--- config.mk ---
export PLATFORM = sky130hd
export DESIGN_NAME = wb_stage
export DESIGN_NICKNAME = d
export VERILOG_FILES = /design/src/rtl/wb_stage_pkg.sv /design/src/rtl/wb_stage.sv
export SDC_FILE = /design/constraint.sdc
export NUM_CORES = 1
export LEC_CHECK = 0
export ABC_AREA = 1
export CAP_MARGIN = 0
export CORE_AREA = 2 2 252 254
export DETAILED_ROUTE_END_ITERATION = 12
export DIE_AREA = 0 0 254 256
export GPL_TIMING_DRIVEN = 0
export PLACE_DENSITY = 0.37
export SLEW_MARGIN = 20
export SYNTH_ARGS = -nofsm -noshare
export SYNTH_HDL_FRONTEND = slang
export SYNTH_SLANG_ARGS = --single-unit
--- constraint.sdc ---
create_clock -name clk -period 18.84 [get_ports clk]
set_input_delay 4.71 -clock clk [delete_from_list [all_inputs] [get_ports clk]]
set_output_delay 4.71 -clock clk [all_outputs]
set_load 0.02 [all_outputs]
--- src/rtl/wb_stage_pkg.sv ---
// Shared widths, exception codes and bus layouts for the writeback stage.
package wb_stage_pkg;

    localparam int unsigned MS2WS_LEN    = 199;
    localparam int unsigned WB2CSR_LEN   = 81;
    localparam int unsigned CSR_CTRL_LEN = 80;
    localparam int unsigned WS_FWD_LEN   = 38;

    // Interrupts are reported with a zero exception code and subcode
    localparam logic [5:0] ECODE_INT     = 6'h00;
    localparam logic [8:0] ESUBCODE_NONE = 9'h000;

    // MEM -> WB instruction fields, MSB first
    typedef struct packed {
        logic [31:0] pc;
        logic        rf_we;
        logic [4:0]  rf_waddr;
        logic [31:0] rf_wdata;
        logic [13:0] csr_num;
        logic        csr_re;
        logic        csr_we;
        logic [31:0] csr_wvalue;
        logic [31:0] csr_wmask;
        logic        ex;
        logic [5:0]  ecode;
        logic [8:0]  esubcode;
        logic [31:0] vaddr;
        logic        ertn;
    } ms2ws_bus_t;

    // WB -> CSR exception/return report, MSB first
    typedef struct packed {
        logic        ertn_flush;
        logic        wb_ex;
        logic [5:0]  wb_ecode;
        logic [8:0]  wb_esubcode;
        logic [31:0] wb_pc;
        logic [31:0] wb_vaddr;
    } ws2csr_bus_t;

endpackage

--- src/rtl/wb_stage.sv ---
// Writeback stage: retires one instruction per cycle, raises exceptions,
// interrupts and ertn redirects, and drives RF/CSR writes and ID bypass.
module wb_stage
    import wb_stage_pkg::*;
(
    input  logic                    clk,
    input  logic                    reset,
    input  logic                    ms_to_ws_valid,
    input  logic [MS2WS_LEN-1:0]    ms_to_ws_bus,
    output logic                    ws_allow_in,
    output logic [CSR_CTRL_LEN-1:0] csr_ctrl,
    output logic                    csr_valid,
    output logic [WB2CSR_LEN-1:0]   ws_to_csr_bus,
    input  logic [31:0]             csr_rvalue,
    input  logic [31:0]             ex_entry,
    input  logic [31:0]             era_pc,
    input  logic                    has_int,
    output logic                    ws_flush,
    output logic [31:0]             flush_target,
    output logic [WS_FWD_LEN-1:0]   ws_fwd,
    output logic                    rf_we,
    output logic [4:0]              rf_waddr,
    output logic [31:0]             rf_wdata,
    output logic [31:0]             debug_wb_pc,
    output logic [3:0]              debug_wb_rf_we,
    output logic [4:0]              debug_wb_rf_wnum,
    output logic [31:0]             debug_wb_rf_wdata
);

    ms2ws_bus_t  ws_bus_q, ws_bus_d;
    logic        ws_valid_q, ws_valid_d;
    ms2ws_bus_t  ms_bus;
    ws2csr_bus_t csr_bus;
    logic        ws_ready_go;
    logic        take_int;
    logic        wb_ex;
    logic        ertn_flush;

    assign ms_bus      = ms_to_ws_bus;
    assign ws_ready_go = 1'b1;

    // Exception/interrupt/ertn decode; ex outranks ertn, interrupts yield to both
    always_comb begin
        take_int     = ws_valid_q & has_int & ~ws_bus_q.ex & ~ws_bus_q.ertn;
        wb_ex        = ws_valid_q & (ws_bus_q.ex | take_int);
        ertn_flush   = ws_valid_q & ws_bus_q.ertn & ~ws_bus_q.ex;
        ws_flush     = wb_ex | ertn_flush;
        flush_target = 32'h0;
        if (wb_ex) begin
            flush_target = ex_entry;
        end else if (ertn_flush) begin
            flush_target = era_pc;
        end
        ws_allow_in  = (~ws_valid_q | ws_ready_go) & ~ws_flush;
    end

    // Next-state: reset wins, a flush retires the held instruction without refilling
    always_comb begin
        ws_valid_d = ws_valid_q;
        ws_bus_d   = ws_bus_q;
        if (reset) begin
            ws_valid_d = 1'b0;
        end else if (ws_flush) begin
            ws_valid_d = 1'b0;
        end else if (ws_allow_in) begin
            ws_valid_d = ms_to_ws_valid;
            if (ms_to_ws_valid) begin
                ws_bus_d = ms_bus;
            end
        end
    end

    // Stage register
    always_ff @(posedge clk) begin
        ws_valid_q <= ws_valid_d;
        ws_bus_q   <= ws_bus_d;
    end

    // CSR, RF, bypass and debug outputs; a faulting instruction writes nothing
    always_comb begin
        csr_ctrl  = {ws_bus_q.csr_num, ws_bus_q.csr_re, ws_bus_q.csr_we,
                     ws_bus_q.csr_wvalue, ws_bus_q.csr_wmask};
        csr_valid = ws_valid_q & ~wb_ex;

        csr_bus.ertn_flush  = ertn_flush;
        csr_bus.wb_ex       = wb_ex;
        csr_bus.wb_ecode    = take_int ? ECODE_INT : ws_bus_q.ecode;
        csr_bus.wb_esubcode = take_int ? ESUBCODE_NONE : ws_bus_q.esubcode;
        csr_bus.wb_pc       = ws_bus_q.pc;
        csr_bus.wb_vaddr    = ws_bus_q.vaddr;
        ws_to_csr_bus       = csr_bus;

        rf_we    = ws_valid_q & ws_bus_q.rf_we & ~wb_ex;
        rf_waddr = ws_bus_q.rf_waddr;
        rf_wdata = ws_bus_q.csr_re ? csr_rvalue : ws_bus_q.rf_wdata;
        ws_fwd   = {rf_we, rf_waddr, rf_wdata};

        debug_wb_pc       = ws_bus_q.pc;
        debug_wb_rf_we    = {4{rf_we}};
        debug_wb_rf_wnum  = rf_waddr;
        debug_wb_rf_wdata = rf_wdata;
    end

endmodule

### Yosys cells after proc, flatten, opt, wreduce, memory -nomap -nowiden

Index checks and enable logic that the tools add are counted.

| storage, ports and cells | value |
|---|---|
| register bits | 200 |
| latch bits | 0 |
| memory bits (writable) | 0 |
| ROM bits | 0 |
| input bits | 299 |
| output and inout port bits | 345 |
| logic and storage cells | 38 |
| memories | 0 |

| cells by class | value |
|---|---|
| $add $sub $neg | 0 |
| $mul | 0 |
| divide/modulo/power cells | 0 |
| order comparisons | 0 |
| eq/ne operators | 0 |
| shift operators | 0 |
| muxes and demuxes | 5 |
| bitwise operators | 16 |
| reductions and logical operators | 2 |

Operators by type and width:

| kind | number |
|---|---|
| 2-to-1 mux 32 bit | 3 |
| AND 1 bit | 9 |
| 2-to-1 mux 9 bit | 1 |
| 2-to-1 mux 6 bit | 1 |
| inverter 1 bit | 5 |
| AND reduction 3 bit | 1 |
| OR 1 bit | 2 |
| OR reduction 2 bit | 1 |

### Logic depth before layout (Yosys ltp)

Gate-level depths: netlist of the first run.

| depth | value |
|---|---|
| depth in word-level cells | 8 |
| gate-level depth with buffers | 8 |
| mapped depth without buffers | 6 |

### Worst setup path after synthesis of the first run

Ideal clock, no wire load.

| path | value |
|---|---|
| path kind | input port to flip-flop |
| start point | input has_int |
| end point | register ws_bus_q (netlist bit csr_ctrl[0]), enable pin |
| setup time | 0.762 ns |
| data arrival time | 13.496 ns |
| required time | 18.078 ns |
| path slack | 4.582 ns |
| stages on the path | 5 |
| path buffers | 0 |
| cells stage by stage | nand2_1 > nand2_2 > nand2_1 > nand2_1 > nor2_1 |

| between the ends | value |
|---|---|
| cells in the longest elaborated chain, start to end | 8 |

RTL lines:

| what | line | text |
|---|---|---|
| from (decl) | wb_stage.sv:17 | `input logic has_int,` |
| AND 1 bit (3 in a row) | wb_stage.sv:44 | `take_int = ws_valid_q & has_int & ~ws_bus_q.ex & ~ws_bus_q.ertn;` |
| OR 1 bit | wb_stage.sv:45 | `wb_ex = ws_valid_q & (ws_bus_q.ex \| take_int);` |
| AND 1 bit | wb_stage.sv:45 |  |
| OR 1 bit | wb_stage.sv:47 | `ws_flush = wb_ex \| ertn_flush;` |
| named net ws_flush | wb_stage.sv:18 | `output logic ws_flush,` |
| inverter 1 bit (no line) | - |  |
| AND reduction 3 bit (no line) | - |  |
| to (signal assigned) | wb_stage.sv:76 | `ws_bus_q <= ws_bus_d;` |
| to (decl) | wb_stage.sv:30 | `ms2ws_bus_t ws_bus_q, ws_bus_d;` |

The timed path passes the listed nets, and every way through them passes these cells.
A chain may end at the register's enable or synchronous reset.

### Final worst setup path of the first run

| path | value |
|---|---|
| start point | input has_int |
| end point | output debug_wb_rf_we[3] |

| between the ends | value |
|---|---|
| cells in the longest elaborated chain, start to end | 7 |

RTL lines:

| what | line | text |
|---|---|---|
| AND 1 bit (3 in a row) | wb_stage.sv:44 |  |
| OR 1 bit | wb_stage.sv:45 |  |
| AND 1 bit | wb_stage.sv:45 |  |
| named net wb_ex | wb_stage.sv:36 | `logic wb_ex;` |
| inverter 1 bit | wb_stage.sv:93 | `rf_we = ws_valid_q & ws_bus_q.rf_we & ~wb_ex;` |
| AND 1 bit | wb_stage.sv:93 |  |
| to (decl) | wb_stage.sv:25 | `output logic [3:0] debug_wb_rf_we,` |

The timed path passes the listed nets, and every way through them passes these cells.

==> metrics.md, run 1 <==
| Metric | Value |
|---|---|
| HP Class | `reg2reg` |
| Register area share after synthesis | `between 60 and 70%` |
| Detail Placement HPWL | `~30 mm` |
| WHS Path Cells | `3` |
| Slew margin rel. | `just over 60%` |
| Synth top area cells | `edfxtp_1 (66%), buf_4 (22%), mux2_2 (3.7%), nand2_1 (2.5%), nand3_1 (1.8%)` |
| Yosys top cell by area | `edfxtp_1` |
| Synth warn | `0` |
| Status | `finished, final reports clean` |
| Synth cell types | `19` |
| Final instance area | `~0.017 mm^2` |
| CTS Hold Bufs | `0` |
| Synth top area share | `about 66%` |
| Critical path required time | `roughly 14 ns` |
| Gate Count Post-Synth | `~660` |
| Top Layer Used | `met5` |
| Nets@finish | `about 1600` |
| Routed vias | `~7000` |
| Root buf cell | `clkbuf_16` |
| Global-route wire length before repair | `a little over 50 mm` |
| Num CTS Buffers | `17` |
| Final max-slew violation count | `0` |
| Die W | `approximately 250 um` |
| DR pass1 iterations | `4` |
| Final Cycle Share | `61.0%` |
| Reg2Reg Depth | `11` |
| Rows | `92` |
| Synthesized flop and latch total | `200` |
| Max-cap violations | `0` |
| # port buffers | `643` |
| TritonCTS clock tree | `done` |
| Initial Util | `between 10% and 20%` |
| FMAX | `~0.087 GHz` |
| Fin crit period | `11.49 ns` |
| Worst slew pin tran | `slightly below 0.6 ns` |
| Worst ir drop on vdd | `between 0.06 and 0.07 mV` |
| WL/cell | `16.4 um` |
| Highest-count cells in the layout ignoring fill and taps | `clkdlybuf4s50_1 (643), buf_4 (266), edfxtp_1 (199), nand2_1 (60), nand3_1 (32)` |
| Commonest non-fill, non-tap cell in the layout | `clkdlybuf4s50_1` |
| Ratio of cells with drive above 1 in the final layout | `approximately 27%` |
| Die area | `~0.065 mm^2` |
| Filler cell count | `6508` |
| Initial antenna violation count | `8` |
| Core ar. | `around 0.062 mm^2` |
| Worst path cell trace | `clkdlybuf4s50_1 > nand2_1 > nand2_2 > nand2_1 > inv_1 > nor2_1 > buf_4 > clkdlybuf4s50_1` |
| Clk buf depth | `2` |
| Synthesized cell area | `approximately 0.0091 mm^2` |
| Clock slew at reported path FFs | `about 0.08 ns` |
| Fin. Hold Viols | `0` |
| GR Overflow Total | `0` |
| Post-route setup TNS | `0 ns` |
| Post-DP Area | `approximately 0.017 mm^2` |
| Drt first-iter violations | `234` |
| DIE HEIGHT | `roughly 260 um` |
| Final Skew | `approximately 0.026 ns` |
| Post-Route M1 WL | `around 12 mm` |
| Critical path depth in cells | `8` |
| Avg Cell Area, Syn | `between 10 and 15 um^2` |
| Post-CTS sizing | `0` |
| Slowest cell on crit path | `clkdlybuf4s50_1` |
| Core Util, Final | `between 20% and 30%` |
| Post-synth net total | `955` |
| CP startpoint kind | `input port` |
| Placer Congestion | `0.735` |
| IO Pins | `roughly 640` |
| Data arrival, critical path | `around 6.8 ns` |
| Final antenna-violating net count | `0` |
| Number of global-route vias before repair | `about 7200` |
| RSZ-0062 raised after global routing | `false` |
| Setup Fix Bufs, Post-CTS | `0` |
| WS Path Type | `in2out` |
| Max incr delay on CP | `0.59 ns` |
| DRC violation count after routing | `0` |
| H-tree levels | `4` |
| Area growth, synth to finish | `91.9%` |
| Total GRT Usage | `a little over a tenth` |
| Routed WL | `36.0 mm` |
| Leak pwr | `around 6.6 nW` |
| Largest net degree at the start of global routing | `26` |
| Clk sink count | `200` |
| Routed wl met2 | `19.3 mm` |
| Power Dens Cells | `just under 70 mW/mm^2` |
| Crit-path leading delay family | `buffers and inverters` |
| Via-to-Cell Ratio | `roughly 3.1` |
| Worst skew pair latency | `about 0.49 ns` |
| # setup viols final | `0` |
| Worst path bufs/invs | `4` |
| Worst setup EP type | `output port` |
| CP Max Fanout | `6` |
| Min Hold Slack | `roughly 0.83 ns` |
| Met3 WL | `4.20 mm` |
[layout make-up]
class | count | area (um^2) | share of cell area [%]
Timing Repair Buffer | 653 | 6670 | 38.3
Sequential cell | 200 | 6000 | 34.4
Buffer | 277 | 2080 | 12.0
Tap cell | 846 | 1060 | 6.08
Multi-Input combinational cell | 156 | 917 | 5.27
Clock buffer | 17 | 425 | 2.44
Clock inverter | 15 | 180 | 1.03
Inverter | 23 | 88.8 | 0.510
Antenna cell | 1 | 2.50 | 0.0144
[path summary, 6_finish.rpt]
| kind | startpoint | end | slack [ns] |
|---|---|---|---|
| setup / recovery | has_int | debug_wb_rf_we[3] | 7.35 |
| hold / removal | ws_bus_q[0] | ws_valid_q | 0.83 |
| setup reg to reg | ws_bus_q[0] | csr_ctrl[2] | 16.26 |
| hold reg to reg | ws_bus_q[0] | ws_valid_q | 0.83 |
[flip-flops by register name (all words and copies together), names as in the netlist]
signal and flops:
debug_wb_pc 32, csr_ctrl 80, ws_bus_q 50, ws_to_csr_bus 32
ws_valid_q 1, debug_wb_rf_wnum 5
[logic make-up after synthesis]
family,count (synthesis),synth area share [%]
simple gates,123,6.00
flops,200,66.1
buf+inv,300,23.9
compound gates,1,0.0551
mux,32,3.97
[per-layer routing]
metal	up-vias	track usage, %
met3	36	5.72
li1	3310	-
met1	3197	10.1
met5	-	0
met2	337	20.4
met4	8	3.87
[stage by stage]
| stage | std cells | setup slack (ns) | power [mW] |
|---|---|---|---|
| 3_5_place_dp | 2155 | 7.34 | 0.792 |
| 2_1_floorplan | 656 | 4.58 | 0.641 |
| 3_3_place_gp | 2145 | -1.66 | 0.796 |
| 5_1_grt | 2187 | 7.24 | 1.23 |
| 6_report | 2188 | 7.35 | 1.17 |
| 4_1_cts | 2187 | 7.33 | 1.21 |
[worst reg2reg max path, cell delays in order, from the launching register on]
cell	delay [ns]
edfxtp_1	0.37
inv_1	0.06
nand2_1	0.13
nand2_2	0.14
nand2_1	0.12
nand2_1	0.20
nor2_4	0.27
buf_12	0.23
buf_16	0.20
buf_16	0.20
buf_12	0.21
buf_16	0.17
[synthesized netlist by cell type]
| cell type | count |
|---|---|
| a21oi_1 | 1 |
| buf_12 | 1 |
| buf_2 | 3 |
| buf_4 | 266 |
| buf_6 | 3 |
| clkbuf_1 | 3 |
| clkbuf_2 | 1 |
| dfxtp_1 | 1 |
| edfxtp_1 | 199 |
| inv_1 | 20 |
| inv_2 | 2 |
| inv_4 | 1 |
| mux2_1 | 2 |
| mux2_2 | 30 |
| nand2_1 | 60 |
| nand2_2 | 11 |
| nand3_1 | 32 |
| nor2_1 | 18 |
| nor2_4 | 2 |
[report_power, final]
part,switching [mW],internal (mW)
sequential,0.00589,0.512
clock,0.214,0.183
combinational,0.105,0.154
No activity file was read; power rests on OpenSTA's default activity.
==> run 2: changes to the inputs <==
- CORE_AREA: 2 2 252 254 -> 2 2 251 253
- DIE_AREA: 0 0 254 256 -> 0 0 253 255
- PLACE_DENSITY: 0.37 -> 0.39
- clock period: 18.84 -> 9.2 ns (I/O delays scaled with it)
==> metrics.md, run 2 (synthesis results as in run 1) <==
| Metric | Value |
|---|---|
| Global routing's busiest layer | `met2` |
| Detail Placement HPWL | `about 30 mm` |
| WL/cell | `roughly 17 um` |
| HP Class | `reg2reg` |
| # setup viols final | `0` |
| WS Path Type | `in2out` |
| Placer Congestion | `about 0.71` |
| GR Util met3 | `between 4 and 5%` |
| Nets@finish | `about 1600` |
| Slew margin rel. | `approximately half` |
| Routed WL | `around 35 mm` |
| Register area | `0.00600 mm^2` |
| Setup Fix Bufs, Post-CTS | `0` |
| Hold Startpoint | `ws_bus_q[0]` |
| Total GRT Usage | `about a tenth` |
| DRC violation count after routing | `0` |
| Initial Util | `between 10% and 20%` |
| Via-to-Cell Ratio | `approximately 3.2` |
| Final Cycle Share | `71.6%` |
| Fin. Hold Viols | `0` |
| Rows | `~90` |
| Initial antenna violation count | `3` |
| Critical path required time | `~6.9 ns` |
| WHS Path Cells | `3` |
| CTS Hold Bufs | `0` |
| Final max-slew violation count | `0` |
| Min Hold Slack | `between 0.8 and 0.9 ns` |
| Worst R2R Start | `ws_bus_q[0]` |
| Max-cap violations | `0` |
| Worst ir drop on vdd | `between 0.1 and 0.15 mV` |
| Filler cell count | `6445` |
| Clock slew at reported path FFs | `about 0.080 ns` |
| Final Total Pwr | `2.41 mW` |
| Data arrival, critical path | `about 4.3 ns` |
| Post-CTS sizing | `0` |
| Number of global-route vias before repair | `between 6000 and 7000` |
| RSZ-0062 raised after global routing | `false` |
| Core ar. | `between 0.06 and 0.07 mm^2` |
| DIE HEIGHT | `255 um` |
| Area taken by multi-input logic gates | `~900 um^2` |
| # port buffers | `around 640` |
| Clk buf depth | `2` |
| Core Util, Final | `between 20% and 30%` |
| Drt first-iter violations | `between 200 and 300` |
| Hold endpoint | `ws_valid_q` |
| Max reg flops | `80` |
| Placement Setup Slack | `around 2.6 ns` |
| H-tree levels | `4` |
| Reg-to-reg slack, setup | `6.20 ns` |
| Final worst setup slack | `roughly 2.6 ns` |
| Final antenna-violating net count | `0` |
| Area growth, synth to finish | `91.3%` |
| Leak pwr | `between 6 and 7 nW` |
| Ratio of cells with drive above 1 in the final layout | `27.0%` |
| R2r endpoint | `csr_ctrl[23]` |
| Worst setup EP type | `output port` |
| Num CTS Buffers | `17` |
| Global-route wire length before repair | `47.5 mm` |
| Clk sink count | `200` |
| Die W | `~250 um` |
| Routed vias | `6904` |
| TritonCTS clock tree | `done` |
| CP Max Fanout | `6` |
| Final Skew | `about 0.018 ns` |
| Worst skew pair latency | `0.49 ns` |
| Highest-count cells in the layout ignoring fill and taps | `clkdlybuf4s50_1 (643), buf_4 (266), edfxtp_1 (199), nand2_1 (60), nand3_1 (32)` |
| Met2 GRT Util | `approximately 20%` |
| Commonest non-fill, non-tap cell in the layout | `clkdlybuf4s50_1` |
| Met1 Use GR | `9.69%` |
| Die area | `approximately 0.065 mm^2` |
| Reg2Reg Depth | `11` |
| IO Pins | `around 640` |
| FMAX | `~0.15 GHz` |
| Root buf cell | `clkbuf_16` |
| Largest net degree at the start of global routing | `27` |
| Fin crit period | `~6.6 ns` |
| CP startpoint kind | `input port` |
| DR pass1 iterations | `4` |
| Power Dens Cells | `between 100 and 150 mW/mm^2` |
| Status | `finished, final reports clean` |
| GR Overflow Total | `0` |
| Worst slew pin tran | `a little under 0.8 ns` |
run 2: cell count changes in the layout (fill, tap and decap cells not counted), sizes merged:
cell,previous run,this run
clkinv,3,5
inv,34,33
buf,283,282
clkinvlp,1,0
run 2: cell type report:
| cell class | instances | share of cell area, % |
|---|---|---|
| multi-input combinational | 156 | 5.28 |
| antenna | 1 | 0.0144 |
| inverter | 23 | 0.512 |
| buffer | 277 | 12.0 |
| sequential | 200 | 34.5 |
| clock buffer | 17 | 2.45 |
| tap | 799 | 5.76 |
| clock inverter | 15 | 1.17 |
| timing repair buffer | 652 | 38.3 |
run 2: through the flow:
| stage | std cells | area (um^2) | setup TNS (ns) |
|---|---|---|---|
| floorplan | 656 | 9080 | 0 |
| global placement | 2098 | 16500 | -602.35 |
| detailed placement | 2107 | 16700 | 0 |
| CTS | 2139 | 17400 | 0 |
| global route | 2140 | 17400 | 0 |
| finish | 2140 | 17400 | 0 |
run 2: how the worst max path moves through the flow:
stage | from | endpoint | slack [ns] | depth (start not counted)
after floorplan | has_int | csr_ctrl[0] | 0.74 | 5
after global placement | has_int | csr_ctrl[42] | -3.06 | 6
after detailed placement | has_int | debug_wb_rf_we[3] | 2.61 | 8
after CTS | has_int | debug_wb_rf_we[3] | 2.61 | 8
after global routing | has_int | debug_wb_rf_we[1] | 2.50 | 8
final | has_int | debug_wb_rf_we[3] | 2.61 | 8
run 2: routing by layer:
metal  part of all wire [%]  routed length, um
met1                     33              11800
met5                  0.028                 10
met3                    9.7               3440
met4                    2.6                939
met2                     54              19300
run 2: worst max-delay path, cell delays in order:
cell and delay, ns:
clkdlybuf4s50_1 0.44, nand2_1 0.16, nand2_2 0.12, nand2_1 0.10, inv_1 0.06, nor2_1 0.33
buf_4 0.18, clkdlybuf4s50_1 0.60
run 2: power by group:
part	switching (mW)	internal, mW	total (mW)
logic	0.217	0.315	0.532
clock network	0.439	0.379	0.818
registers	0.0121	1.05	1.06
total	0.668	1.74	2.41
